===== config.mk =====
export PLATFORM = sky130hd
export DESIGN_NAME = usb_bulk_in_arbiter_flat
export DESIGN_NICKNAME = d
export VERILOG_FILES = /design/src/rtl/usb_bulk_in_arbiter_if.sv /design/src/rtl/usb_bulk_in_arbiter.sv /design/src/flat_wrapper.sv
export SDC_FILE = /design/constraint.sdc
export NUM_CORES = 1
export LEC_CHECK = 0
export ABC_AREA = 1
export ABC_CLOCK_PERIOD_IN_PS = 2890
export CORE_UTILIZATION = 46
export DETAILED_ROUTE_END_ITERATION = 8
export GPL_ROUTABILITY_DRIVEN = 0
export GPL_TIMING_DRIVEN = 0
export PLACE_DENSITY = 0.78
export SYNTH_ARGS = -nofsm -noshare
export SYNTH_HDL_FRONTEND = slang
export SYNTH_SLANG_ARGS = --single-unit

===== constraint.sdc =====
create_clock -name aclk -period 2.89 [get_ports aclk]
set_input_delay 0.578 -clock aclk [delete_from_list [all_inputs] [get_ports aclk]]
set_output_delay 0.578 -clock aclk [all_outputs]
set_load 0.01 [all_outputs]

===== src/rtl/usb_bulk_in_arbiter_if.sv =====
// Stream bundle between NUM_SRC byte-wide producers, the bulk IN arbiter and the bulk IN port.
// The master modport is the arbiter's view; slave is the surrounding producers/endpoint.
interface usb_bulk_in_arbiter_if #(
    parameter int NUM_SRC = 4
);
    logic [NUM_SRC-1:0]   s_axis_tvalid_i;
    logic [NUM_SRC-1:0]   s_axis_tready_o;
    logic [NUM_SRC-1:0]   s_axis_tlast_i;
    logic [8*NUM_SRC-1:0] s_axis_tdata_i;
    logic                 m_axis_tvalid_o;
    logic                 m_axis_tready_i;
    logic                 m_axis_tlast_o;
    logic [7:0]           m_axis_tdata_o;

    modport master (
        input  s_axis_tvalid_i, s_axis_tlast_i, s_axis_tdata_i, m_axis_tready_i,
        output s_axis_tready_o, m_axis_tvalid_o, m_axis_tlast_o, m_axis_tdata_o
    );

    modport slave (
        output s_axis_tvalid_i, s_axis_tlast_i, s_axis_tdata_i, m_axis_tready_i,
        input  s_axis_tready_o, m_axis_tvalid_o, m_axis_tlast_o, m_axis_tdata_o
    );
endinterface


===== src/rtl/usb_bulk_in_arbiter.sv =====
// Packet-granular round-robin arbiter sharing one bulk IN stream between NUM_SRC producers,
// with an optional source-index header byte and a per-packet length cap.
module usb_bulk_in_arbiter #(
    parameter int NUM_SRC     = 4,
    parameter int MAX_PKT_LEN = 512,
    parameter int ADD_HEADER  = 1
) (
    input  logic                  aclk,
    input  logic                  aresetn,
    usb_bulk_in_arbiter_if.master bus,
    output logic [NUM_SRC-1:0]    grant_o,
    output logic                  busy_o
);
    localparam int IDX_W = $clog2(NUM_SRC);
    localparam int CNT_W = $clog2(MAX_PKT_LEN + 1);

    typedef enum logic [1:0] {
        IDLE = 2'd0,
        HEAD = 2'd1,
        DATA = 2'd2
    } state_t;

    state_t             state_q;
    logic [NUM_SRC-1:0] grant_q;
    logic [IDX_W-1:0]   ptr_q;
    logic [CNT_W-1:0]   count_q;
    logic               busy_q;

    logic [7:0]         src_byte [NUM_SRC];
    logic               win_found;
    logic [IDX_W-1:0]   win_idx;
    logic [IDX_W-1:0]   cand;
    logic               cap_hit;
    logic               beat_done;

    always_comb begin
        for (int i = 0; i < NUM_SRC; i++) begin
            src_byte[i] = bus.s_axis_tdata_i[8*i +: 8];
        end
    end

    // Search starts just after the last served source, so it ends up with lowest priority.
    // NOTE: every always_comb output gets a default up front so no path can infer a latch.
    always_comb begin
        win_found = 1'b0;
        win_idx   = '0;
        cand      = '0;
        for (int k = 1; k <= NUM_SRC; k++) begin
            cand = IDX_W'((int'(ptr_q) + k) % NUM_SRC);
            if (!win_found && bus.s_axis_tvalid_i[cand]) begin
                win_found = 1'b1;
                win_idx   = cand;
            end
        end
    end

    // The cap counts the header too, so the forced tlast lands on byte MAX_PKT_LEN.
    assign cap_hit = (count_q == CNT_W'(MAX_PKT_LEN - 1));

    // Stream path is combinational so DATA adds no latency between a source and the bulk port.
    always_comb begin
        bus.m_axis_tvalid_o = 1'b0;
        bus.m_axis_tlast_o  = 1'b0;
        bus.m_axis_tdata_o  = 8'h00;
        bus.s_axis_tready_o = '0;
        unique case (state_q)
            HEAD: begin
                bus.m_axis_tvalid_o = 1'b1;
                bus.m_axis_tdata_o  = 8'(ptr_q);
            end
            DATA: begin
                bus.m_axis_tvalid_o        = bus.s_axis_tvalid_i[ptr_q];
                bus.m_axis_tdata_o         = src_byte[ptr_q];
                bus.m_axis_tlast_o         = bus.s_axis_tlast_i[ptr_q] | cap_hit;
                bus.s_axis_tready_o[ptr_q] = bus.m_axis_tready_i;
            end
            default: ;
        endcase
    end

    assign beat_done = bus.m_axis_tvalid_o & bus.m_axis_tready_i;

    // NOTE: sequential state uses non-blocking assignments so every flop samples pre-edge values.
    always_ff @(posedge aclk or negedge aresetn) begin
        if (!aresetn) begin
            state_q <= IDLE;
            grant_q <= '0;
            ptr_q   <= IDX_W'(NUM_SRC - 1);
            count_q <= '0;
            busy_q  <= 1'b0;
        end else begin
            unique case (state_q)
                IDLE: begin
                    if (win_found) begin
                        grant_q <= NUM_SRC'(1) << win_idx;
                        ptr_q   <= win_idx;
                        count_q <= '0;
                        busy_q  <= 1'b1;
                        state_q <= (ADD_HEADER != 0) ? HEAD : DATA;
                    end
                end
                HEAD: begin
                    if (bus.m_axis_tready_i) begin
                        count_q <= CNT_W'(1);
                        state_q <= DATA;
                    end
                end
                DATA: begin
                    if (beat_done) begin
                        count_q <= count_q + CNT_W'(1);
                        if (bus.m_axis_tlast_o) begin
                            grant_q <= '0;
                            busy_q  <= 1'b0;
                            state_q <= IDLE;
                        end
                    end
                end
                default: begin
                    grant_q <= '0;
                    busy_q  <= 1'b0;
                    state_q <= IDLE;
                end
            endcase
        end
    end

    assign grant_o = grant_q;
    assign busy_o  = busy_q;

endmodule


===== src/flat_wrapper.sv =====
// flat-port wrapper written by rule: the top's interface ports become plain ports
module usb_bulk_in_arbiter_flat 
#(
    parameter int NUM_SRC     = 4,
    parameter int MAX_PKT_LEN = 512,
    parameter int ADD_HEADER  = 1
)
  (aclk, aresetn, grant_o, busy_o, bus_s_axis_tvalid_i, bus_s_axis_tlast_i, bus_s_axis_tdata_i, bus_m_axis_tready_i, bus_s_axis_tready_o, bus_m_axis_tvalid_o, bus_m_axis_tlast_o, bus_m_axis_tdata_o);
  usb_bulk_in_arbiter_if #(.NUM_SRC(NUM_SRC)) bus_i ();
  input  logic aclk;
  input  logic aresetn;
  output logic [NUM_SRC-1:0] grant_o;
  output logic busy_o;
  input wire logic [$bits(bus_i.s_axis_tvalid_i)-1:0] bus_s_axis_tvalid_i;
  input wire logic [$bits(bus_i.s_axis_tlast_i)-1:0] bus_s_axis_tlast_i;
  input wire logic [$bits(bus_i.s_axis_tdata_i)-1:0] bus_s_axis_tdata_i;
  input wire logic [$bits(bus_i.m_axis_tready_i)-1:0] bus_m_axis_tready_i;
  output wire logic [$bits(bus_i.s_axis_tready_o)-1:0] bus_s_axis_tready_o;
  output wire logic [$bits(bus_i.m_axis_tvalid_o)-1:0] bus_m_axis_tvalid_o;
  output wire logic [$bits(bus_i.m_axis_tlast_o)-1:0] bus_m_axis_tlast_o;
  output wire logic [$bits(bus_i.m_axis_tdata_o)-1:0] bus_m_axis_tdata_o;
  assign bus_i.s_axis_tvalid_i = bus_s_axis_tvalid_i;
  assign bus_i.s_axis_tlast_i = bus_s_axis_tlast_i;
  assign bus_i.s_axis_tdata_i = bus_s_axis_tdata_i;
  assign bus_i.m_axis_tready_i = bus_m_axis_tready_i;
  assign bus_s_axis_tready_o = bus_i.s_axis_tready_o;
  assign bus_m_axis_tvalid_o = bus_i.m_axis_tvalid_o;
  assign bus_m_axis_tlast_o = bus_i.m_axis_tlast_o;
  assign bus_m_axis_tdata_o = bus_i.m_axis_tdata_o;
  usb_bulk_in_arbiter #(.NUM_SRC(NUM_SRC), .MAX_PKT_LEN(MAX_PKT_LEN), .ADD_HEADER(ADD_HEADER)) u_core (.aclk(aclk), .aresetn(aresetn), .bus(bus_i), .grant_o(grant_o), .busy_o(busy_o));
endmodule

==> results of run 1 <==
tightest hold or removal path, delay by kind of cell, from the launching register on:
| family | cells | cell delay (ns) |
|---|---|---|
| flops | 1 | 0.34 |
| simple gates | 2 | 0.10 |
final timing paths:
kind,from,depth (start not counted),endpoint,slack [ns]
worst max-delay path,u_core.ptr_q[0],9,bus_m_axis_tlast_o,0.14
worst min-delay path,u_core.busy_o,2,u_core.busy_o,0.48
worst max register to register,u_core.ptr_q[0],16,u_core.count_q[6],0.35
worst min register to register,u_core.busy_o,2,u_core.busy_o,0.48
max in group asynchronous,aresetn,1,u_core.count_q[0],1.57
min in group asynchronous,aresetn,1,u_core.count_q[5],0.80
area by class of cell:
type	count	area [sq um]	area share (%)
multi-input combinational	235	1184	45.97
buffer	9	68.82	2.672
clock inverter	1	5.005	0.1944
clock buffer	3	41.29	1.603
sequential	19	478.0	18.56
inverter	29	116.4	4.519
tap	48	60.06	2.332
timing repair buffer	61	621.8	24.15
power by group:
| group | switching (mW) | internal [mW] | leakage (nW) |
|---|---|---|---|
| Combinational | 1.03 | 0.611 | 1.04 |
| Clock | 0.0880 | 0.0957 | 0.0255 |
| Sequential | 0.0507 | 0.335 | 0.252 |
| Total | 1.17 | 1.04 | 1.32 |
metal layers:
metal | GRT usage (%) | vias up | routed length (microns)
met5 | 0 | - | 0
met4 | 3.533 | 0 | 57
met3 | 3.299 | 8 | 192
met2 | 45.36 | 49 | 2486
met1 | 33.26 | 931 | 2297
li1 | - | 1067 | -
metrics by stage:
step                setup WS, ns  utilization (%)
detailed placement        0.1223            66.95
global placement          0.1621            66.95
finish                    0.1415            68.78
global route             0.01384            68.78
floorplan                 0.5277                -
CTS                      0.02271            68.15
state kept, by name, indices dropped and copies added, names as in the netlist:
name            flops
u_core.busy_o       1
u_core.count_q     10
u_core.grant_o      4
u_core.ptr_q        2
u_core.state_q      2
cells by family after synthesis:
group                    Yosys count
adder cells (fa/ha/maj)            9
XOR/XNOR                           3
AO/OA/AOI/OAI                     38
flip-flops                        19
buffers and inverters             39
AND/OR/NAND/NOR                  185
cell usage in the layout, fill, tap and decap left out, types with 2 or more instances in the layout:
| master | n |
|---|---|
| sky130_fd_sc_hd__inv_2 | 4 |
| sky130_fd_sc_hd__clkbuf_2 | 2 |
| sky130_fd_sc_hd__clkbuf_8 | 3 |
| sky130_fd_sc_hd__nor2_1 | 47 |
| sky130_fd_sc_hd__buf_6 | 3 |
| sky130_fd_sc_hd__nand2_2 | 7 |
| sky130_fd_sc_hd__dfrtp_1 | 17 |
| sky130_fd_sc_hd__o22ai_1 | 2 |
| sky130_fd_sc_hd__inv_1 | 24 |
| sky130_fd_sc_hd__buf_4 | 2 |
| sky130_fd_sc_hd__nand2_1 | 88 |
| sky130_fd_sc_hd__clkdlybuf4s50_1 | 55 |
| sky130_fd_sc_hd__dlymetal6s2s_1 | 5 |
| sky130_fd_sc_hd__o21ai_0 | 20 |
| sky130_fd_sc_hd__a21oi_1 | 10 |
| sky130_fd_sc_hd__nand4_1 | 2 |
| sky130_fd_sc_hd__buf_2 | 2 |
| sky130_fd_sc_hd__ha_1 | 9 |
| sky130_fd_sc_hd__a32o_1 | 2 |
| sky130_fd_sc_hd__xor2_1 | 2 |
| sky130_fd_sc_hd__nand3_1 | 24 |
| sky130_fd_sc_hd__nand3_2 | 7 |
| sky130_fd_sc_hd__dfstp_2 | 2 |
| sky130_fd_sc_hd__nor4_1 | 2 |
==> results.txt, run 1 <==
----------------------------------------------------
[Global route]
  Global-route wire length before repair ... 8.556 mm
  Largest net degree at the start of global routing ... 20
  Total gr overflow ... 0
  Number of global-route vias before repair ... 1,944
  Antenna violations before repair ... 0
  Global routing usage summed across all routing layers ... 25.43%

[Clock network]
  Clock tree from TritonCTS ... built
  Maximum clock insertion buffer count ... 2
  Sinks on Clock Net ... 19
  Clock latency at the later pin of the worst-skew pair ... 0.25 ns
  Number of post-CTS setup repair buffers ... 0
  H-tree depth ... 1
  Clock transition at the registers of the reported paths ... 0.07 ns
  Post-cts gate resize count ... 3
  Hold_buf cts ... 0
  Clock Tree Root ... sky130_fd_sc_hd__clkbuf_8
  Clock buffers created by TritonCTS ... 3

[Final layout]
  # nets final ... 410
  Layout fillers ... 367
  Finished Layout Cells ... 405
  Share of cells above drive strength 1 ... 11.20%
  Final cell area excluding filler cells ... 2575 sq um
  Ant diodes ... 0
  Area added between synthesis and finish ... 40.29%

[Synthesis]
  Post-synthesis share of cell area spent on full adders, half adders and majority gates ... 6.135%
  Dominant combinational cell family by area after synthesis ... simple AND/OR/NAND/NOR gates
  Xor/xnor cell area share of the yosys netlist ... 1.431%
  Synth warn ... 0
  Cell count after synthesis ... 293
  Proportion of synthesized area in mux cells ... 0%
  Most frequent cell after synthesis ... sky130_fd_sc_hd__nand2_1
  Share of Yosys cell area claimed by the top area cell type ... 23.18%
  Commonest cells in the netlist ... 88 x sky130_fd_sc_hd__nand2_1, 47 x sky130_fd_sc_hd__nor2_1, 24 x sky130_fd_sc_hd__inv_1, 24 x sky130_fd_sc_hd__nand3_1, 20 x sky130_fd_sc_hd__o21ai_0
  Leading area contributor after synthesis ... sky130_fd_sc_hd__dfrtp_1
  Number of enable-type register cells in the synthesized netlist ... 0
  Most area-consuming cells after synthesis ... sky130_fd_sc_hd__dfrtp_1 23%, sky130_fd_sc_hd__nand2_1 18%, sky130_fd_sc_hd__nor2_1 9.6%, sky130_fd_sc_hd__nand3_1 6.5%, sky130_fd_sc_hd__ha_1 6.1%
  Mapped Nets ... 345
  Post-Synthesis Cell Area ... 1836 sq um
  Most used flip-flop cell after synthesis ... sky130_fd_sc_hd__dfrtp_1
  Synth unique cells ... 34
  Async SR Flop Fraction ... 100.0%
  Mean instance size in the synthesized netlist ... 6.265 sq um
  Register bit total from synthesis ... 19
  Share of the yosys chip area belonging to registers ... 26.04%
  Post-synthesis compound-gate area fraction ... 11.59%
  Post-synthesis simple-gate area fraction ... 45.06%

[Worst setup path]
  Required @ worst endpoint ... 2.31 ns
  Crit-path slowest cell ... sky130_fd_sc_hd__dfstp_2
  Top cell by count, worst path ... sky130_fd_sc_hd__nand2_1
  Critical path fanouts, max ... 10
  Max incr delay on CP ... 0.56 ns
  Data arrival time at the worst-slack endpoint ... 2.17 ns
  Sort of element at the start of the critical path ... flop
  Worst setup EP type ... output port
  Buffers and inverters on the worst path ... 4
  Critical path, cell by cell ... buf_6, buf_4, nand2_1, nand3_1, nand2_1, nand2_1, inv_1, nor2_1, clkdlybuf4s50_1
  Largest delay contributor family on the critical path ... buffers and inverters
  Critical path start-end classification ... flop to output port

[STA]
  Max-slew violation total from the final report ... 0
  Final period util ... 95.10%
  Final Hold Slack ... 0.4758 ns
  Max transition margin ... 44.19%
  Achievable frequency ... 363.8 MHz
  Minimum period implied by the final worst setup slack ... 2.749 ns
  Final-layout setup total negative slack ... 0 ns
  Count of endpoints failing setup in the final report ... 0
  Clock skew ... 0.001476 ns
  Slew at the pin closest to its max-slew limit ... 0.8346 ns
  Unrepaired setup endpoints after global routing ... false
  Final hold violation count ... 0

[Floorplanning]
  Area enclosed by the die boundary ... 4247 sq um
  IO Count ... 62
  Initial standard-cell utilization of the core ... 49.03%
  Height of the die ... 65.17 microns
  Core ar. ... 3744 sq um
  Std-Cell Rows ... 22
  Die Wd ... 65.17 microns

[Run status]
  Status ... finished, final reports clean

[Job]
  Maxcap violations ... 0

[Detailed routing]
  Number of DRC violations after detailed routing ... 0
  Vias per cell ... 5.074
  Remaining antenna violation count ... 0
  DRT Pass-1 Iters ... 4
  Via count ... 2,055
  Violation count after the first detailed-route iteration ... 140
  Routed len/inst ... 12.42 microns
  Total wirelength of the detailed-routed design ... 5.032 mm

[Placed design]
  # port buffers ... 61
  Post-DP HPWL ... 3.944 mm
  Post-Place Cell Area ... 2506 sq um
  Placed cell count ... 402

[Worst hold path]
  Classification of the worst-slack hold path ... flop to flop

[Power and ir drop]
  Maximum VDD drop ... 635.0 uV
  Overall power consumption ... 2.207 mW
  Power density relative to cell area ... 857.2 nW/um^2
  Static leakage ... 1.319 nW

----------------------------------------------------
Note: power is estimated with default switching activity, not from simulation.
==> inputs of run 2 (changes only) <==
--- a/config.mk
+++ b/config.mk
@@ -6,12 +6,12 @@
 export NUM_CORES = 1
 export LEC_CHECK = 0
 export ABC_AREA = 1
-export ABC_CLOCK_PERIOD_IN_PS = 2890
-export CORE_UTILIZATION = 46
+export ABC_CLOCK_PERIOD_IN_PS = 3500
+export CORE_UTILIZATION = 50
 export DETAILED_ROUTE_END_ITERATION = 8
 export GPL_ROUTABILITY_DRIVEN = 0
 export GPL_TIMING_DRIVEN = 0
-export PLACE_DENSITY = 0.78
+export PLACE_DENSITY = 0.84
 export SYNTH_ARGS = -nofsm -noshare
 export SYNTH_HDL_FRONTEND = slang
 export SYNTH_SLANG_ARGS = --single-unit
==> constraint.sdc (replaced) <==
create_clock -name aclk -period 3.5 [get_ports aclk]
set_input_delay 0.7 -clock aclk [delete_from_list [all_inputs] [get_ports aclk]]
set_output_delay 0.7 -clock aclk [all_outputs]
set_load 0.01 [all_outputs]
==> results.txt, run 2 (synthesis gave the netlist of run 1 again) <==
----------------------------------------------------
[Run status]
  Status ... finished, final reports clean

[STA]
  Clock skew ... 0.001262 ns (-0.0002144 ns)
  Minimum period implied by the final worst setup slack ... 3.136 ns
  Unrepaired setup endpoints after global routing ... false
  Final hold violation count ... 0 (unchanged)
  Final period util ... 89.59%
  Achievable frequency ... 318.9 MHz
  Max-slew violation total from the final report ... 0 (unchanged)
  Max transition margin ... 43.35% (-0.84 points)
  Count of endpoints failing setup in the final report ... 0 (unchanged)
  Slew at the pin closest to its max-slew limit ... 0.8471 ns (+0.01259 ns)
  Final-layout setup total negative slack ... 0 ns (unchanged)

[Global route]
  Number of global-route vias before repair ... 2,016 (+3.7%)
  Global-route wire length before repair ... 8.631 mm (+0.88%)
  Largest net degree at the start of global routing ... 20 (unchanged)
  Antenna violations before repair ... 0 (unchanged)
  Total gr overflow ... 0 (unchanged)
  Global routing usage summed across all routing layers ... 26.67% (+1.2 points)

[Floorplanning]
  Area enclosed by the die boundary ... 3918 sq um (-7.8%)
  Std-Cell Rows ... 21 (-4.5%)
  IO Count ... 62 (unchanged)
  Initial standard-cell utilization of the core ... 53.74% (+4.7 points)
  Die Wd ... 62.59 microns (-4.0%)
  Height of the die ... 62.59 microns (-4.0%)
  Core ar. ... 3416 sq um (-8.8%)

[Final layout]
  Finished Layout Cells ... 404 (-0.25%)
  Share of cells above drive strength 1 ... 10.06% (-1.1 points)
  Commonest cells after routing, fill and taps aside ... 88 x sky130_fd_sc_hd__nand2_1, 61 x sky130_fd_sc_hd__clkdlybuf4s50_1, 47 x sky130_fd_sc_hd__nor2_1
  Leading cell type in the layout, fill and taps excluded ... sky130_fd_sc_hd__nand2_1
  Flip-flop count of the largest register after layout ... 10 (unchanged)
  Ant diodes ... 0 (unchanged)
  # nets final ... 411 (+0.24%)
  Area added between synthesis and finish ... 37.83%
  Register with the most flip-flops ... u_core.count_q

[Clock network]
  Clock transition at the registers of the reported paths ... 0.10 ns (+0.03 ns)
  Clock buffers created by TritonCTS ... 3 (unchanged)
  Hold_buf cts ... 0 (unchanged)
  H-tree depth ... 1 (unchanged)
  Clock Tree Root ... sky130_fd_sc_hd__clkbuf_4
  Maximum clock insertion buffer count ... 2 (unchanged)
  Sinks on Clock Net ... 19 (unchanged)
  Post-cts gate resize count ... 0 (-3)
  Clock tree from TritonCTS ... built
  Number of post-CTS setup repair buffers ... 0 (unchanged)
  Clock latency at the later pin of the worst-skew pair ... 0.30 ns (+0.05 ns)

[Worst setup path]
  Crit-path slowest cell ... sky130_fd_sc_hd__clkdlybuf4s50_1
  Data arrival time at the worst-slack endpoint ... 2.44 ns (+0.27 ns)
  Max incr delay on CP ... 0.55 ns (about the same)
  Critical path fanouts, max ... 11 (+1)
  Worst setup EP type ... output port
  Critical path, cell by cell ... buf_6, inv_8, clkbuf_1, buf_2, ha_1, inv_1, nor2_1, clkdlybuf4s50_1
  Largest delay contributor family on the critical path ... buffers and inverters
  Launching instance or port of the critical path ... u_core.ptr_q[0]
  Buffers and inverters on the worst path ... 6 (+2)
  Startpoint of the worst register-to-register path ... u_core.ptr_q[0]
  Required @ worst endpoint ... 2.80 ns (+0.49 ns)
  Critical path start-end classification ... flop to output port
  Sort of element at the start of the critical path ... flop

[Power and ir drop]
  Power density relative to cell area ... 702.0 nW/um^2 (-18%)
  Maximum VDD drop ... 263.2 uV (-59%)
  Static leakage ... 1.206 nW (-8.6%)
  Overall power consumption ... 1.776 mW (-20%)

[Worst hold path]
  Classification of the worst-slack hold path ... flop to flop
  Worst Min Path Start ... u_core.busy_o

[Detailed routing]
  Remaining antenna violation count ... 0 (unchanged)
  Total wirelength of the detailed-routed design ... 4.736 mm (-5.9%)
  Vias per cell ... 5.062 (-0.24%)
  Number of DRC violations after detailed routing ... 0 (unchanged)
  Violation count after the first detailed-route iteration ... 111 (-21%)
  DRT Pass-1 Iters ... 4 (unchanged)
  Via count ... 2,045 (-0.49%)
  Routed len/inst ... 11.72 microns (-5.6%)

[Placed design]
  Placed cell count ... 400 (-0.50%)
  Post-DP HPWL ... 3.682 mm (-6.6%)
  # port buffers ... 61 (unchanged)

[Job]
  Maxcap violations ... 0 (unchanged)

----------------------------------------------------
==> run 2: cell count changes in the layout (fill, tap and decap cells not counted) <==
| cell | change |
|---|---|
| sky130_fd_sc_hd__clkbuf_1 | +5 |
| sky130_fd_sc_hd__clkbuf_2 | -2 |
| sky130_fd_sc_hd__clkinv_2 | -1 |
| sky130_fd_sc_hd__dlygate4sd2_1 | -1 |
| sky130_fd_sc_hd__clkdlybuf4s50_1 | +6 |
| sky130_fd_sc_hd__nor2_4 | -1 |
| sky130_fd_sc_hd__clkbuf_4 | +3 |
| sky130_fd_sc_hd__dlymetal6s2s_1 | -5 |
| sky130_fd_sc_hd__buf_6 | -1 |
| sky130_fd_sc_hd__nor2_2 | +1 |
| sky130_fd_sc_hd__clkbuf_8 | -3 |
==> run 2: stage by stage <==
stage / setup slack [ns] / hold slack (ns) / cell area (sq um) / utilization, %
CTS: 0.3569 / 0.4875 / 2530 / 74.07
global placement: 0.6044 / 0.4556 / 2504 / 73.30
finish: 0.3644 / 0.4821 / 2530 / 74.07
detailed placement: 0.5932 / 0.4648 / 2504 / 73.30
global route: 0.1996 / 0.5009 / 2530 / 74.07
floorplan: 1.138 / 0.4044 / 1836 / -
==> run 2: final timing paths <==
check / to / slack (ns) / cells past startpoint
worst max-delay path: bus_s_axis_tready_o[2] / 0.36 / 8
worst max register to register: u_core.count_q[8] / 0.74 / 17
max in group asynchronous: u_core.count_q[6] / 2.11 / 1
worst min register to register: u_core.busy_o / 0.48 / 2
min in group asynchronous: u_core.grant_o[3] / 0.87 / 1
worst min-delay path: u_core.busy_o / 0.48 / 2
==> run 2: routing by layer <==
layer	routed length [microns]	vias to the layer above	GRT usage, %
li1	-	1074	-
met1	2184	912	32.31
met2	2332	53	48.51
met3	185	6	4.927
met4	34	0	5.814
met5	0	-	0
==> run 2: tightest hold or removal path, delay by kind of cell (launching register included) <==
| family | cells | cell delay, ns |
|---|---|---|
| AND/OR/NAND/NOR | 2 | 0.11 |
| flip-flops | 1 | 0.35 |
==> run 2: report_power, final <==
part	internal [mW]	switching, mW	total (mW)
combinational	0.501	0.842	1.34
clock	0.0445	0.0680	0.113
sequential	0.276	0.0430	0.319
total	0.822	0.954	1.78
==> run 2: layout make-up <==
type,count,area [sq um]
Buffer,10,62.56
Clock buffer,4,26.28
Fill cell,287,885.9
Inverter,29,116.4
Multi-Input combinational cell,235,1179
Sequential cell,19,478.0
Tap cell,46,57.56
Timing Repair Buffer,61,610.6
